==> src/rtl/mp_add_sequencer_if.sv <==
// mp_add_sequencer_if
//   Request/result bundle between a requester and mp_add_sequencer.
//   master : requester side (drives start/sub/a_in/b_in/cin, reads results)
//   slave  : sequencer side (reads the request, drives busy/done/result/cout/overflow)
interface mp_add_sequencer_if #(
  parameter int NBYTES = 4
);
  localparam int W = 8 * NBYTES;

  logic         start;
  logic         sub;
  logic [W-1:0] a_in;
  logic [W-1:0] b_in;
  logic         cin;
  logic         busy;
  logic         done;
  logic [W-1:0] result;
  logic         cout;
  logic         overflow;

  modport master (
    output start, sub, a_in, b_in, cin,
    input  busy, done, result, cout, overflow
  );

  modport slave (
    input  start, sub, a_in, b_in, cin,
    output busy, done, result, cout, overflow
  );
endinterface

==> src/rtl/mp_add_sequencer.sv <==
// mp_add_sequencer
//   Multi-precision add/subtract built around one shared 8-bit ripple-carry
//   adder. One byte is processed per clock, LSB first; the inter-byte carry
//   lives in a register.
//   Ports:
//     clk  : rising-edge clock
//     rst  : synchronous active-high reset
//     bus  : slave side of mp_add_sequencer_if (start/sub/a_in/b_in/cin in,
//            busy/done/result/cout/overflow out)

// 8-bit ripple-carry adder used as the shared datapath.
module ripple_carry_adder (
  input  logic [7:0] a,
  input  logic [7:0] b,
  input  logic       cin,
  output logic [7:0] sum,
  output logic       cout
);
  logic [8:0] c;

  assign c[0] = cin;

  generate
    for (genvar gi = 0; gi < 8; gi++) begin : g_bit
      assign sum[gi]  = a[gi] ^ b[gi] ^ c[gi];
      assign c[gi+1]  = (a[gi] & b[gi]) | (c[gi] & (a[gi] ^ b[gi]));
    end
  endgenerate

  assign cout = c[8];
endmodule

module mp_add_sequencer #(
  parameter int NBYTES = 4
) (
  input  logic               clk,
  input  logic               rst,
  mp_add_sequencer_if.slave  bus
);
  localparam int W    = 8 * NBYTES;
  localparam int IDXW = (NBYTES > 1) ? $clog2(NBYTES) : 1;
  localparam logic [IDXW-1:0] LAST_IDX = IDXW'(NBYTES - 1);

  typedef enum logic [1:0] {
    IDLE = 2'd0,
    RUN  = 2'd1,
    DONE = 2'd2
  } state_t;

  state_t          state_q,    state_d;
  logic [IDXW-1:0] idx_q,      idx_d;
  logic [W-1:0]    a_q,        a_d;
  logic [W-1:0]    b_q,        b_d;       // B already inverted for subtract
  logic            carry_q,    carry_d;
  logic [W-1:0]    result_q,   result_d;
  logic            cout_q,     cout_d;
  logic            overflow_q, overflow_d;
  logic            busy_q,     busy_d;
  logic            done_q,     done_d;

  logic [7:0] add_a;
  logic [7:0] add_b;
  logic [7:0] add_sum;
  logic       add_cout;

  assign add_a = a_q[8*idx_q +: 8];
  assign add_b = b_q[8*idx_q +: 8];

  ripple_carry_adder u_adder (
    .a    (add_a),
    .b    (add_b),
    .cin  (carry_q),
    .sum  (add_sum),
    .cout (add_cout)
  );

  always_comb begin
    state_d    = state_q;
    idx_d      = idx_q;
    a_d        = a_q;
    b_d        = b_q;
    carry_d    = carry_q;
    result_d   = result_q;
    cout_d     = cout_q;
    overflow_d = overflow_q;
    busy_d     = busy_q;
    done_d     = 1'b0;

    case (state_q)
      IDLE: begin
        if (bus.start) begin
          state_d  = RUN;
          a_d      = bus.a_in;
          // Subtract is A + ~B + 1, so the +1 enters through the carry.
          b_d      = bus.sub ? ~bus.b_in : bus.b_in;
          carry_d  = bus.sub ? 1'b1 : bus.cin;
          result_d = '0;
          idx_d    = '0;
          busy_d   = 1'b1;
        end
      end
      RUN: begin
        result_d[8*idx_q +: 8] = add_sum;
        carry_d                = add_cout;
        if (idx_q == LAST_IDX) begin
          cout_d     = add_cout;
          // Signed overflow: operands share a sign that the result lacks.
          overflow_d = (a_q[W-1] == b_q[W-1]) && (add_sum[7] != a_q[W-1]);
          state_d    = DONE;
          done_d     = 1'b1;
        end else begin
          idx_d = idx_q + IDXW'(1);
        end
      end
      DONE: begin
        state_d = IDLE;
        busy_d  = 1'b0;
      end
      default: begin
        state_d = IDLE;
        busy_d  = 1'b0;
      end
    endcase
  end

  always_ff @(posedge clk) begin
    if (rst) begin
      state_q    <= IDLE;
      idx_q      <= '0;
      a_q        <= '0;
      b_q        <= '0;
      carry_q    <= 1'b0;
      result_q   <= '0;
      cout_q     <= 1'b0;
      overflow_q <= 1'b0;
      busy_q     <= 1'b0;
      done_q     <= 1'b0;
    end else begin
      state_q    <= state_d;
      idx_q      <= idx_d;
      a_q        <= a_d;
      b_q        <= b_d;
      carry_q    <= carry_d;
      result_q   <= result_d;
      cout_q     <= cout_d;
      overflow_q <= overflow_d;
      busy_q     <= busy_d;
      done_q     <= done_d;
    end
  end

  assign bus.busy     = busy_q;
  assign bus.done     = done_q;
  assign bus.result   = result_q;
  assign bus.cout     = cout_q;
  assign bus.overflow = overflow_q;
endmodule

==> src/flat_wrapper.sv <==
// flat-port wrapper written by rule: the top's interface ports become plain ports
module mp_add_sequencer_flat 
#(
  parameter int NBYTES = 4
)
  (clk, rst, bus_start, bus_sub, bus_a_in, bus_b_in, bus_cin, bus_busy, bus_done, bus_result, bus_cout, bus_overflow);
  mp_add_sequencer_if #(.NBYTES(NBYTES)) bus_i ();
  input  logic clk;
  input  logic rst;
  input wire logic [$bits(bus_i.start)-1:0] bus_start;
  input wire logic [$bits(bus_i.sub)-1:0] bus_sub;
  input wire logic [$bits(bus_i.a_in)-1:0] bus_a_in;
  input wire logic [$bits(bus_i.b_in)-1:0] bus_b_in;
  input wire logic [$bits(bus_i.cin)-1:0] bus_cin;
  output wire logic [$bits(bus_i.busy)-1:0] bus_busy;
  output wire logic [$bits(bus_i.done)-1:0] bus_done;
  output wire logic [$bits(bus_i.result)-1:0] bus_result;
  output wire logic [$bits(bus_i.cout)-1:0] bus_cout;
  output wire logic [$bits(bus_i.overflow)-1:0] bus_overflow;
  assign bus_i.start = bus_start;
  assign bus_i.sub = bus_sub;
  assign bus_i.a_in = bus_a_in;
  assign bus_i.b_in = bus_b_in;
  assign bus_i.cin = bus_cin;
  assign bus_busy = bus_i.busy;
  assign bus_done = bus_i.done;
  assign bus_result = bus_i.result;
  assign bus_cout = bus_i.cout;
  assign bus_overflow = bus_i.overflow;
  mp_add_sequencer #(.NBYTES(NBYTES)) u_core (.clk(clk), .rst(rst), .bus(bus_i));
endmodule
==> config.mk <==
export PLATFORM = sky130hd
export DESIGN_NAME = mp_add_sequencer_flat
export DESIGN_NICKNAME = d
export VERILOG_FILES = /design/src/rtl/mp_add_sequencer_if.sv /design/src/rtl/mp_add_sequencer.sv /design/src/flat_wrapper.sv
export SDC_FILE = /design/constraint.sdc
export NUM_CORES = 1
export LEC_CHECK = 0
export CAP_MARGIN = 0
export CORE_ASPECT_RATIO = 0.7
export CORE_UTILIZATION = 45
export CTS_CLUSTER_SIZE = 30
export DETAILED_ROUTE_END_ITERATION = 6
export GPL_TIMING_DRIVEN = 0
export PLACE_DENSITY_LB_ADDON = 0.05
export SETUP_SLACK_MARGIN = 0.5
export SLEW_MARGIN = 15
export SYNTH_ARGS = -nofsm -noshare
export SYNTH_HDL_FRONTEND = slang
export SYNTH_HIERARCHICAL = 1
export SYNTH_SLANG_ARGS = --single-unit
==> constraint.sdc <==
create_clock -name clk -period 8.3 [get_ports clk]
set_input_delay 0.83 -clock clk [delete_from_list [all_inputs] [get_ports clk]]
set_output_delay 0.83 -clock clk [all_outputs]
set_load 0.05 [all_outputs]
# After elaboration in Yosys (flattened, before gate mapping)
# Index checks and enable logic that the tools add are counted.
[op_classes] eq_ne=7 muxes=16 n_shift=4 bitwise_logic=42 add_sub_neg=2 n_reduce_logical=10
[ops] cell="$mux W32" n=2
[ops] cell="$pmux W32 S2" n=1
[ops] cell="$shiftx A32 B6 Y8" n=2
[ops] cell="$neg A5 Y34" n=1
[ops] cell="$shift A8 B34 Y32 const A" n=1
[ops] cell="$shiftx A8 B34 Y32" n=1
[ops] cell="$bwmux W32" n=1
[ops] cell="$not A32 Y32" n=1
[ops] cell="$and A1 B1 Y1" n=16
[ops] cell="$xor A1 B1 Y1" n=16
[ops] cell="$reduce_and A2 Y1" n=5
[ops] cell="$mux W2" n=4
[ops] cell="$or A1 B1 Y1" n=8
[ops] cell="$pmux W2 S2" n=2
[ops] cell="$mux W1" n=4
[ops] cell="$ne A2 B2 Y1 const B" n=2
[ops] cell="$pmux W1 S2" n=2
[ops] cell="$reduce_and A3 Y1" n=1
[ops] cell="$add A2 B1 Y2 const B" n=1
[ops] cell="$eq A2 B1 Y1 const B" n=1
[ops] cell="$eq A2 B2 Y1 const B" n=1
[ops] cell="$logic_not A2 Y1" n=1
[ops] cell="$ne A2 B1 Y1 const B" n=1
[ops] cell="$reduce_bool A2 Y1" n=1
[ops] cell="other kinds (5)" n=5
[totals] inputBits=69 reg_bits=105

# Depth between registers and ports, before layout
# Gate-level depths: netlist of the first run.
[depth] word_depth=20 depth_mapped=18 depth_no_buf=16

# Cells and area by module
# The synthesis of the first run kept the hierarchy.
[by_module_without_submodules] mod="mp_add_sequencer" n_inst=1 seq_area_each_um2=2102.0 cells_each=446 area_each_um2=4481.8
[by_module_without_submodules] mod="ripple_carry_adder" n_inst=1 seq_area_each_um2=0.0 cells_each=18 area_each_um2=197.7

# Least setup slack after synthesis of the first run
# OpenSTA, ideal clock, no wires.
[synth_path] path_kind="reg-to-reg" from="register u_core.idx_q[1]" to="register u_core.result_q[31], in the netlist u_core/bus.result[31]" setup_time_ns=0.072 path_stages_with_launch=19 required_ns=8.228 period_less_slack_ns=4.726 path_slack_ns=3.574 arrival_time_ns=4.655 n_path_buf=2 cell_sequence="dfxtp_1 buf_2 clkbuf_1 mux4_2 fa_1 inv_1 fa_1 inv_1 fa_1 fa_1 fa_1 fa_1 fa_1 inv_1 fa_1 inv_1 nor2b_1 inv_1 o2bb2ai_1"
[synth_via] elab_chain_len=20 elab_cells_between_ends=44 cone_classes="add/sub: 1; shift: 4; mux: 2; bitwise: 37"
[synth_rtl] item="start, declared" line_no="mp_add_sequencer.sv:51" rtl="logic [IDXW-1:0] idx_q, idx_d;"
[synth_rtl] item="start signal, assigned" line_no="mp_add_sequencer.sv:140" rtl="idx_q <= idx_d;"
[synth_rtl] item="$shiftx A32 B6 Y8 *" line_no="mp_add_sequencer.sv:67" rtl="assign add_b = b_q[8*idx_q +: 8];"
[synth_rtl] item="net u_core.add_b[0]" line_no="mp_add_sequencer.sv:62" rtl="logic [7:0] add_b;"
[synth_rtl] item="$xor A1 B1 Y1" line_no="mp_add_sequencer.sv:26" rtl="assign c[gi+1] = (a[gi] & b[gi]) | (c[gi] & (a[gi] ^ b[gi]));"
[synth_rtl] item="$and A1 B1 Y1" line_no="mp_add_sequencer.sv:26"
[synth_rtl] item="$or A1 B1 Y1 *" line_no="mp_add_sequencer.sv:26"
[synth_rtl] item="$and A1 B1 Y1 *" line_no="mp_add_sequencer.sv:26"
[synth_rtl] item="$or A1 B1 Y1 *" line_no="mp_add_sequencer.sv:26"
[synth_rtl] item="$and A1 B1 Y1 *" line_no="mp_add_sequencer.sv:26"
[synth_rtl] item="[... 6 more ...]"
[synth_rtl] item="$or A1 B1 Y1 *" line_no="mp_add_sequencer.sv:26"
[synth_rtl] item="$and A1 B1 Y1 *" line_no="mp_add_sequencer.sv:26"
[synth_rtl] item="$or A1 B1 Y1 *" line_no="mp_add_sequencer.sv:26"
[synth_rtl] item="$xor A1 B1 Y1 *" line_no="mp_add_sequencer.sv:25" rtl="assign sum[gi] = a[gi] ^ b[gi] ^ c[gi];"
[synth_rtl] item="net u_core.add_sum[7]" line_no="mp_add_sequencer.sv:63" rtl="logic [7:0] add_sum;"
[synth_rtl] item="$shiftx A8 B34 Y32 *" line_no="mp_add_sequencer.sv:103" rtl="result_d[8*idx_q +: 8] = add_sum;"
[synth_rtl] item="$bwmux W32 *" line_no="mp_add_sequencer.sv:103"
[synth_rtl] item="$pmux W32 S2 *" line_no="mp_add_sequencer.sv:89" rtl="case (state_q)"
[synth_rtl] item="end signal, assigned" line_no="mp_add_sequencer.sv:144" rtl="result_q <= result_d;"
[synth_rtl] item="end, declared" line_no="mp_add_sequencer.sv:55" rtl="logic [W-1:0] result_q, result_d;"
# Mark *: on every way through the listed nets, which the timed path passes. The rest lies on a longest branch.
# A chain may end at the register's enable or synchronous reset.

# Final worst setup path of the first run
# Ends and elaborated chain as after synthesis.

==> out/results.tsv, run 1 <==
metric	value	unit
avgSynthCellArea	10.1	um^2
crit_path_end_kind	flip-flop	
dpl_cell_area	5870	um^2
number_of_vias_after_detailed_routing	3785	
worstSkewPairLatency	0.34	ns
ff2ff_path_depth	18	
grt_pass1_wl	19400	um
finalSetupViolations	0	
hold_violations	0	
holdCritPathClass	reg -> reg	
first_global_vias	3659	
grt.overflow.total	0	
grt.total_usage	0.242	
p_per_area	197	nW/um^2
critPathKind	reg -> reg	
ir_worst_vdd	119	uV
synth_seq_area_share	0.449	
nets	661	
rows	30	
final_worst_clock_skew	0.00541	ns
dp.cells	695	
boundaryPins	105	
final_cycle_utilization_of_the_critical_path	0.687	
max_cap_viol_count	0	
timing.critical_path.max_delay_family	adder cells	
initial_core_util	0.472	
ys_async_sr_fraction	0	
antennaDiodeCount	0	
fin_cells	711	
worst-path-buf-inv	7	
worst_pin_slew	0.780	ns
syn-instance-count	464	
post_synth_top_flop	dfxtp_1	
numClockSinks	105	
areaGrowthSynthToFinish	32.3	%
power.leakage	2.29	nW
die_h	87.3	um
io_buffers	103	
relSlewSlack	0.480	
ctsResizeCount	0	
dp_hpwl	9310	um
synth-warning-count	6	
synth-edff-count	0	
setup.worst_path.start_class	flip-flop	
critical-path-top-cell-by-count	fa_1	
hold-path-endpoint	u_core/a_q[18]	
critical_path.slowest_cell	clkbuf_1	
route.detailed.wl_per_inst	17.2	um
crit_required	8.57	ns
maximum_clock_insertion_buffer_count	2	
worst_r2r_startpoint	u_core/idx_q[1]	
cts_post_setup_buffers_inserted	0	
cpPeakStageDelay	0.63	ns
fin_util	0.625	
post-synth-top-area-fraction	0.449	
status	completed	
clock_tree.htree_level_count	3	
rr_endpoint	u_core/bus.result[31]	
vias_per_instance	5.32	
drv_slew	0	
gp_routability_congestion	0.836	
synthesis.nets	547	
detailedRoute.firstPassIterationCount	5	
layout_min_cycle_time	5.70	ns
rrSetupSlack	2.60	ns
synth_largest_area_cell	dfxtp_1	
fin_worst_hold_slack	0.457	ns
grt_start_max_net_pins	17	
timing.critical_path.fanout_max	10	
post-synth-top-count-cell	dfxtp_1	
core_region_area	9910	um^2
netlist_top_cells_area	dfxtp_1 45%, mux4_2 7.7%, xnor2_1 6.0%	
number_of_synthesized_register_bits	105	
worstPathArrival	5.97	ns
chipWidth	124	um
postRouteAntennaNets	0	
clk_pin_slew	0.07	ns
cts-hold-fix-buffers	0	
initial_antenna_violation_count	0	
rsz0062_at_grt	false	
fmax	175	MHz
detail_route.iter0.violations	278	
tritoncts.num_buffers	9	
timing.hold.worst.start	u_core/a_q[18]	
drive_gt1_frac	0.115	
remaining_routing_drc_violations	0	
fp.dieArea	10800	um^2
synthTopCellsByCount	105 x dfxtp_1, 67 x nand2_1, 36 x nor2_1	
design_area	6190	um^2
routed_wl	12300	um
n_fill_cell	833	
crit_path_cell_trace	buf_2 -> clkbuf_1 -> mux4_2 -> fa_1 -> inv_1 -> fa_1 -> inv_1 -> fa_1 -> fa_1 -> fa_1 -> fa_1 -> fa_1 -> inv_1 -> fa_1 -> inv_1 -> nor2b_1 -> inv_1 -> o2bb2ai_1	
hold-path-cell-count	2	
tritoncts_clock_tree	done	
post_synthesis_cell_type_count	38	
setup-tns-final	0	ns
clock_tree.root_cell	clkbuf_16	
synth_area	4680	um^2
==> where the power goes <==
part / total [W] / internal, W / switching [W] / leakage (nW)
Clock: 0.000457 / 0.000272 / 0.000185 / 0.159
Sequential: 0.000548 / 0.000532 / 0.0000168 / 0.860
Combinational: 0.000212 / 0.000100 / 0.000112 / 1.27
Total: 0.00122 / 0.000904 / 0.000314 / 2.29
==> cell type report <==
class | count | area, um^2 | area share
Inverter | 23 | 86.3 | 0.0139
Clock buffer | 11 | 243 | 0.0392
Tap cell | 128 | 160 | 0.0259
Sequential cell | 105 | 2100 | 0.339
Clock inverter | 5 | 78.8 | 0.0127
Multi-Input combinational cell | 302 | 2290 | 0.370
Timing Repair Buffer | 103 | 1030 | 0.166
Buffer | 34 | 201 | 0.0325
==> worst max path at each step <==
stage,from,end,slack (ns),cells past startpoint
2_1_floorplan,u_core/idx_q[1],u_core/bus.result[31],3.57,18
3_5_place_dp,u_core/idx_q[1],u_core/bus.result[31],2.66,18
4_1_cts,u_core/idx_q[1],u_core/bus.result[31],2.63,18
6_report,u_core/idx_q[1],u_core/bus.result[31],2.60,18
5_1_grt,u_core/idx_q[1],u_core/bus.result[31],2.36,18
3_3_place_gp,u_core/idx_q[1],u_core/bus.result[31],2.75,18
==> per-stage QoR <==
stage | total power, W | worst slack, ns
6_report | 0.00122 | 2.60
5_1_grt | 0.00127 | 2.36
4_1_cts | 0.00122 | 2.63
3_5_place_dp | 0.000770 | 2.66
3_3_place_gp | 0.000765 | 2.75
2_1_floorplan | 0.000688 | 3.57
==> routing by layer <==
layer  up-vias  routed length (um)  GRT usage
li1       1836                   -          -
met4         0                 121     0.0427
met1      1806                6110      0.346
met5         -                   0          0
met2       133                5320      0.371
met3        10                 719     0.0628
==> registers in the layout, indices dropped and copies added (netlist names) <==
| name | count |
|---|---|
| u_core/a_q | 32 |
| u_core/b_q | 32 |
| u_core/bus.busy | 1 |
| u_core/bus.cout | 1 |
| u_core/bus.done | 1 |
| u_core/bus.overflow | 1 |
| u_core/bus.result | 32 |
| u_core/carry_q | 1 |
| u_core/idx_q | 2 |
| u_core/state_q | 2 |
==> worst register-to-register path: stages, from the launching register on <==
cell       delay (ns)
dfxtp_1          0.39
buf_2            0.30
clkbuf_1         0.64
mux4_2           0.45
fa_1             0.40
inv_1            0.07
fa_1             0.15
inv_1            0.05
fa_1             0.37
fa_1             0.39
fa_1             0.39
fa_1             0.39
fa_1             0.37
inv_1            0.08
fa_1             0.40
inv_1            0.13
nor2b_1          0.44
inv_1            0.08
o2bb2ai_1        0.13
==> cell usage in the layout, fill, tap and decap left out, types with 8 or more instances in the layout <==
cell type        netlist  routed
dfxtp_1              105     105
clkdlybuf4s50_1        0     103
nand2_1               67      67
nor2_1                36      36
a21oi_1               35      35
xnor2_1               32      32
a211oi_1              32      32
a22o_1                24      24
inv_1                 23      23
mux4_2                16      16
buf_2                 14      14
clkbuf_1               9      10
clkbuf_16              0       9
nor2b_1                8       8
o2bb2ai_1              8       8
fa_1                   8       8
==> cell families after synthesis <==
kind of cell / Yosys count / share of synthesized area
compound gates: 109 / 0.166
xor+xnor: 32 / 0.0599
fa+ha+maj: 14 / 0.0503
buf+inv: 57 / 0.0615
flops: 105 / 0.449
mux: 21 / 0.0888
simple gates: 126 / 0.125
Power figures use the tool's default switching activity.
==> run 2, diff against run 1 <==
clock period = 5.2 ns   (was 8.3 ns; I/O delays follow)
==> run 2 against run 1 <==
Sequential power increased by 60%; global-route usage rose by 1.2 points; clock skew hardly changed; hold slack improved by 0.0019 ns; wire length rose by 4.5%; utilization up 1.0 points; sequential share of layout area is 0.47 points lower; clock-buffer cell count fell by 2; non-clock buffer count increased by 8; cell count up 1.1%; via count grew 1.6%; die area stayed put; critical path type unchanged; largest cell class unchanged; largest power group unchanged.
==> out/results.tsv, run 2 (synthesized netlist as in run 1, its figures left out) <==
metric	value	unit
grt.total_usage	0.254	
vias_per_instance	5.35	
number_of_vias_after_detailed_routing	3847	
initial_antenna_violation_count	0	
tritoncts.num_buffers	9	
route.detailed.wl_per_inst	17.8	um
clock_tree.root_cell	clkbuf_16	
final_worst_clock_skew	0.00551	ns
rsz0062_at_grt	false	
nets	669	
worstSkewPairLatency	0.35	ns
hold-path-cell-count	2	
cpPeakStageDelay	0.54	ns
status	completed	
worst_pin_slew	0.592	ns
core_region_area	9910	um^2
first_global_vias	3804	
gp_routability_congestion	0.803	
layout_common_cells	103 x clkdlybuf4s50_1, 103 x dfxtp_1, 67 x nand2_1	
io_buffers	103	
use_met3	0.0622	
power.leakage	2.32	nW
fmax	218	MHz
detail_route.iter0.violations	257	
remaining_routing_drc_violations	0	
chipWidth	124	um
setup.worst_path.start_class	flip-flop	
drive_gt1_frac	0.149	
cts-hold-fix-buffers	0	
dp_hpwl	9440	um
final_cycle_utilization_of_the_critical_path	0.884	
setup-tns-final	0	ns
detailedRoute.firstPassIterationCount	4	
relSlewSlack	0.606	
ff2ff_path_depth	17	
holdCritPathClass	reg -> reg	
tritoncts_clock_tree	done	
grt_util_met1	0.359	
grt_start_max_net_pins	20	
antennaDiodeCount	0	
max_cap_viol_count	0	
crit_path_cell_trace	buf_12 -> mux4_2 -> fa_1 -> inv_1 -> fa_1 -> inv_1 -> fa_2 -> fa_2 -> fa_2 -> fa_2 -> fa_1 -> inv_2 -> fa_1 -> inv_2 -> nor2b_4 -> inv_1 -> o2bb2ai_2	
boundaryPins	105	
drv_slew	0	
maximum_clock_insertion_buffer_count	2	
crit_path_end_kind	flip-flop	
areaGrowthSynthToFinish	34.5	%
critPathKind	reg -> reg	
timing.critical_path.fanout_max	7	
numClockSinks	105	
fp.dieArea	10800	um^2
fin_cells	719	
worstPathArrival	4.87	ns
clock_tree.htree_level_count	3	
busiest_layer	met2	
dpl_cell_area	5880	um^2
postRouteAntennaNets	0	
ir_worst_vdd	167	uV
clk_pin_slew	0.07	ns
layout_min_cycle_time	4.60	ns
crit_required	5.48	ns
die_h	87.3	um
critical_path.slowest_cell	mux4_2	
rows	30	
grt.overflow.total	0	
p_per_area	300	nW/um^2
dp.cells	695	
hold_violations	0	
grt_pass1_wl	20100	um
groute.layer.met2.usage	0.392	
routed_wl	12800	um
design_area	6290	um^2
finalSetupViolations	0	
initial_core_util	0.472	
[run 2: cell types whose count changed in the layout (fill, tap and decap cells not counted), sizes merged]
cell	delta
buf	+8
bufinv	-2
clkbuf	-2
inv	+3
clkinvlp	+1
[run 2: cell type report]
class | count | area (um^2)
fillers | 824 | 3610
multi-input cells | 302 | 2320
flip-flops and latches | 105 | 2110
repair buffers | 111 | 1090
plain buffers | 34 | 245
clock buffers | 9 | 225
well taps | 128 | 160
inverters | 23 | 86.3
clock inverters | 7 | 60.1
[run 2: worst max-delay path, delay by kind of cell (launching register included)]
| family | cells | cell delay (ns) |
|---|---|---|
| buffers and inverters | 6 | 0.51 |
| adder cells (fa/ha/maj) | 8 | 2.78 |
| multiplexers | 1 | 0.54 |
| flip-flops | 1 | 0.36 |
| AND/OR/NAND/NOR | 1 | 0.21 |
| AO/OA/AOI/OAI | 1 | 0.12 |
[run 2: per-layer routing]
| metal | vias to the layer above | share of wire |
|---|---|---|
| met5 | - | 0 |
| met2 | 129 | 0.44 |
| met4 | 0 | 0.0081 |
| met3 | 12 | 0.058 |
| met1 | 1848 | 0.49 |
| li1 | 1858 | - |
[run 2: through the flow]
step / hold WS [ns] / utilization / power, W / setup WS (ns)
floorplan: 0.433 / - / 0.00110 / 0.525
global placement: 0.440 / 0.593 / 0.00122 / -0.0878
detailed placement: 0.447 / 0.593 / 0.00123 / -0.160
CTS: 0.457 / 0.633 / 0.00189 / 0.536
global route: 0.476 / 0.635 / 0.00197 / 0.483
finish: 0.459 / 0.635 / 0.00189 / 0.603
[run 2: power breakdown]
group	total, W	internal [W]	switching [W]	leakage [nW]
Sequential	0.000875	0.000848	0.0000267	0.861
Combinational	0.000355	0.000170	0.000184	1.32
Clock	0.000658	0.000333	0.000325	0.137
Total	0.00189	0.00135	0.000536	2.32
[run 2: final timing paths]
path | from | end | slack, ns
worst max-delay path | u_core/idx_q[0] | u_core/bus.result[31] | 0.60
worst min-delay path | u_core/a_q[7] | u_core/a_q[7] | 0.46
worst max register to register | u_core/idx_q[0] | u_core/bus.result[31] | 0.60
worst min register to register | u_core/a_q[7] | u_core/a_q[7] | 0.46
[run 2: repair_timing]
item	CTS	global route
setup buffers	8	0
pin swaps	0	1
gates resized for setup	16	5
cloned	0	0
setup endpoints to repair	11	5
==> run 3, diff against run 2 <==
ABC_AREA = 1   (was not set)
==> run 3 against run 2 <==
Register-to-register slack gained 0.08 ns; setup slack better by 0.082 ns; sequential cell count unchanged; critical path depth up 4; sequential power is 2% higher; utilization shrank 2.3 points; critical endpoint is now u_core/bus.result[15]; wire length grew 20%; largest power group unchanged; area after synthesis is 8.6% higher; first-iteration DRC count rose by 76%; combinational power is 42% higher; highest routed layer unchanged.
==> out/results.tsv, run 3 <==
metric	value	unit
status	completed	
post_place_setup_slack	-0.0651	ns
rows	32	
nets	907	
drive_gt1_frac	0.103	
hold_violations	0	
setup-tns-final	0	ns
synth_seq_area_share	0.414	
fin_cells	982	
clock_power_frac	0.318	
critPathKind	reg -> reg	
number_of_vias_after_detailed_routing	5010	
synthTopCellsByCount	179 x nor2_1, 119 x nand2_1, 105 x dfxtp_1	
fmax	221	MHz
maximum_clock_insertion_buffer_count	2	
worst-path-buf-inv	7	
layout.cells.most_common	nor2_1	
critical-path-top-cell-by-count	fa_2	
internal_power	0.00139	W
power.leakage	2.73	nW
grt_start_max_net_pins	19	
max_cap_viol_count	0	
clock_tree.htree_level_count	3	
sequentialPowerShare	0.435	
worstPathArrival	4.80	ns
post-synth-top-area-fraction	0.414	
synthesis.nets	788	
setup.worst_path.start_class	flip-flop	
syn-instance-count	705	
final_cycle_utilization_of_the_critical_path	0.868	
synth-edff-count	0	
ir_worst_vdd	189	uV
drv_slew	0	
tritoncts_clock_tree	done	
remaining_routing_drc_violations	0	
dp.cells	961	
critical_path.slowest_cell	fa_1	
rsz0062_at_grt	false	
p_per_area	303	nW/um^2
detail_route.iter0.violations	452	
relSlewSlack	0.530	
postRouteAntennaNets	0	
clk_pin_slew	0.07	ns
routed_wl	15400	um
synth-warning-count	6	
finalSetupViolations	0	
initial_core_util	0.461	
post_synth_top_flop	dfxtp_1	
die_h	90.9	um
avgSynthCellArea	7.21	um^2
fp.dieArea	11700	um^2
crit_required	5.48	ns
post_synthesis_cell_type_count	22	
layout_min_cycle_time	4.51	ns
io_buffers	103	
crit_path_cell_trace	buf_4 -> inv_4 -> clkbuf_8 -> o21ai_1 -> o22ai_2 -> fa_1 -> inv_1 -> fa_1 -> inv_1 -> fa_2 -> fa_2 -> fa_2 -> fa_2 -> fa_2 -> inv_1 -> fa_1 -> inv_2 -> nand2_2 -> nor2_2 -> nand2_1 -> a21oi_1	
worstSkewPairLatency	0.35	ns
first_global_vias	4812	
tritoncts.num_buffers	9	
boundaryPins	105	
detailedRoute.firstPassIterationCount	5	
vias_per_instance	5.10	
gp_routability_congestion	0.881	
rrSetupSlack	0.69	ns
crit_path_end_kind	flip-flop	
ys_async_sr_fraction	0	
fin_worst_hold_slack	0.474	ns
netlist_top_cells_area	dfxtp_1 41%, nor2_1 13%, nand2_1 8.8%	
timing.critical_path.fanout_max	10	
layout_common_cells	175 x nor2_1, 118 x nand2_1, 103 x clkdlybuf4s50_1, 103 x dfxtp_1, 61 x o21ai_0	
design_area	6740	um^2
dpl_cell_area	6300	um^2
areaGrowthSynthToFinish	32.8	%
worst_pin_slew	0.705	ns
final_worst_clock_skew	0.00599	ns
holdCritPathClass	reg -> reg	
netSwitchingFraction	0.319	
dp_hpwl	11500	um
post-synth-top-count-cell	nor2_1	
number_of_synthesized_register_bits	105	
p_sw	0.000651	W
clock_tree.root_cell	clkbuf_16	
numClockSinks	105	
timing.critical_path.max_delay_family	adder cells	
cpPeakStageDelay	0.42	ns
synth_area	5080	um^2
combinationalPowerShare	0.246	
grt.overflow.total	0	
chipWidth	129	um
synth_largest_area_cell	dfxtp_1	
route.detailed.wl_per_inst	15.7	um
initial_antenna_violation_count	0	
core_region_area	11000	um^2
antennaDiodeCount	0	
finalWorstSetupSlack	0.685	ns
grt.total_usage	0.279	
grt_pass1_wl	24800	um
## run 3: cell count changes after synthesis, sizes merged, moves of 10 or more
cell    change
nor2      +147
nand3      +50
a22o       -24
o22ai      +16
a211oi     -32
o21ai      +64
inv        +10
clkbuf     +12
nand2      +53
mux4       -16
## run 3: through the flow
step,total power (W),utilization
final,0.00204,0.613
after global routing,0.00215,0.613
after CTS,0.00204,0.607
after detailed placement,0.00138,0.572
after global placement,0.00137,0.572
after floorplan,0.00119,-
## run 3: area by class of cell
class                           count  area [um^2]
Tap cell                          153          191
Fill cell                        1005         4270
Clock buffer                        9          225
Buffer                             46          317
Clock inverter                      7         53.8
Inverter                           33          130
Multi-Input combinational cell    521         2650
Timing Repair Buffer              108         1070
Sequential cell                   105         2110
## run 3: what timing repair did
action | CTS | global route
pin swaps | 3 | 4
setup buffers | 3 | 2
gates resized for setup | 32 | 19
setup endpoints to repair | 11 | 5
hold buffers | 0 | 0
## run 3: power by group through the flow
stage	logic (W)	registers, W	clock network, W
6_report	0.000503	0.000890	0.000650
5_1_grt	0.000556	0.000894	0.000696
4_1_cts	0.000487	0.000889	0.000667
3_5_place_dp	0.000470	0.000907	0
3_3_place_gp	0.000464	0.000905	0
2_1_floorplan	0.000277	0.000916	0
## run 3: worst reg2reg max path, cell delays in order (launching register included)
cell,delay [ns]
dfxtp_2,0.33
buf_4,0.14
inv_4,0.07
clkbuf_8,0.17
o21ai_1,0.14
o22ai_2,0.12
fa_1,0.41
inv_1,0.08
fa_1,0.17
inv_1,0.06
fa_2,0.34
fa_2,0.36
fa_2,0.35
fa_2,0.34
fa_2,0.34
inv_1,0.07
fa_1,0.42
inv_2,0.12
nand2_2,0.09
nor2_2,0.15
nand2_1,0.07
a21oi_1,0.12
## run 3: kinds of logic (layout without fill, tap and decap cells)
family / after synthesis / after routing / share of synthesized area
fa+ha+maj: 14 / 14 / 0.0463
buf+inv: 79 / 203 / 0.0766
flops: 105 / 105 / 0.414
simple gates: 356 / 356 / 0.287
compound gates: 119 / 119 / 0.121
xor+xnor: 32 / 32 / 0.0552
## run 3: layer usage
| layer | track usage | vias up | wire (um) |
|---|---|---|---|
| met4 | 0.0775 | 0 | 220 |
| met2 | 0.418 | 194 | 6290 |
| met5 | 0 | - | 0 |
| met1 | 0.393 | 2304 | 7620 |
| met3 | 0.0717 | 22 | 1260 |
| li1 | - | 2490 | - |
## run 3: final timing paths
path	endpoint	cells after the start	start
setup / recovery	u_core/bus.result[15]	21	u_core/idx_q[0]
hold / removal	u_core/bus.overflow	2	u_core/bus.overflow
setup reg to reg	u_core/bus.result[15]	21	u_core/idx_q[0]
hold reg to reg	u_core/bus.overflow	2	u_core/bus.overflow
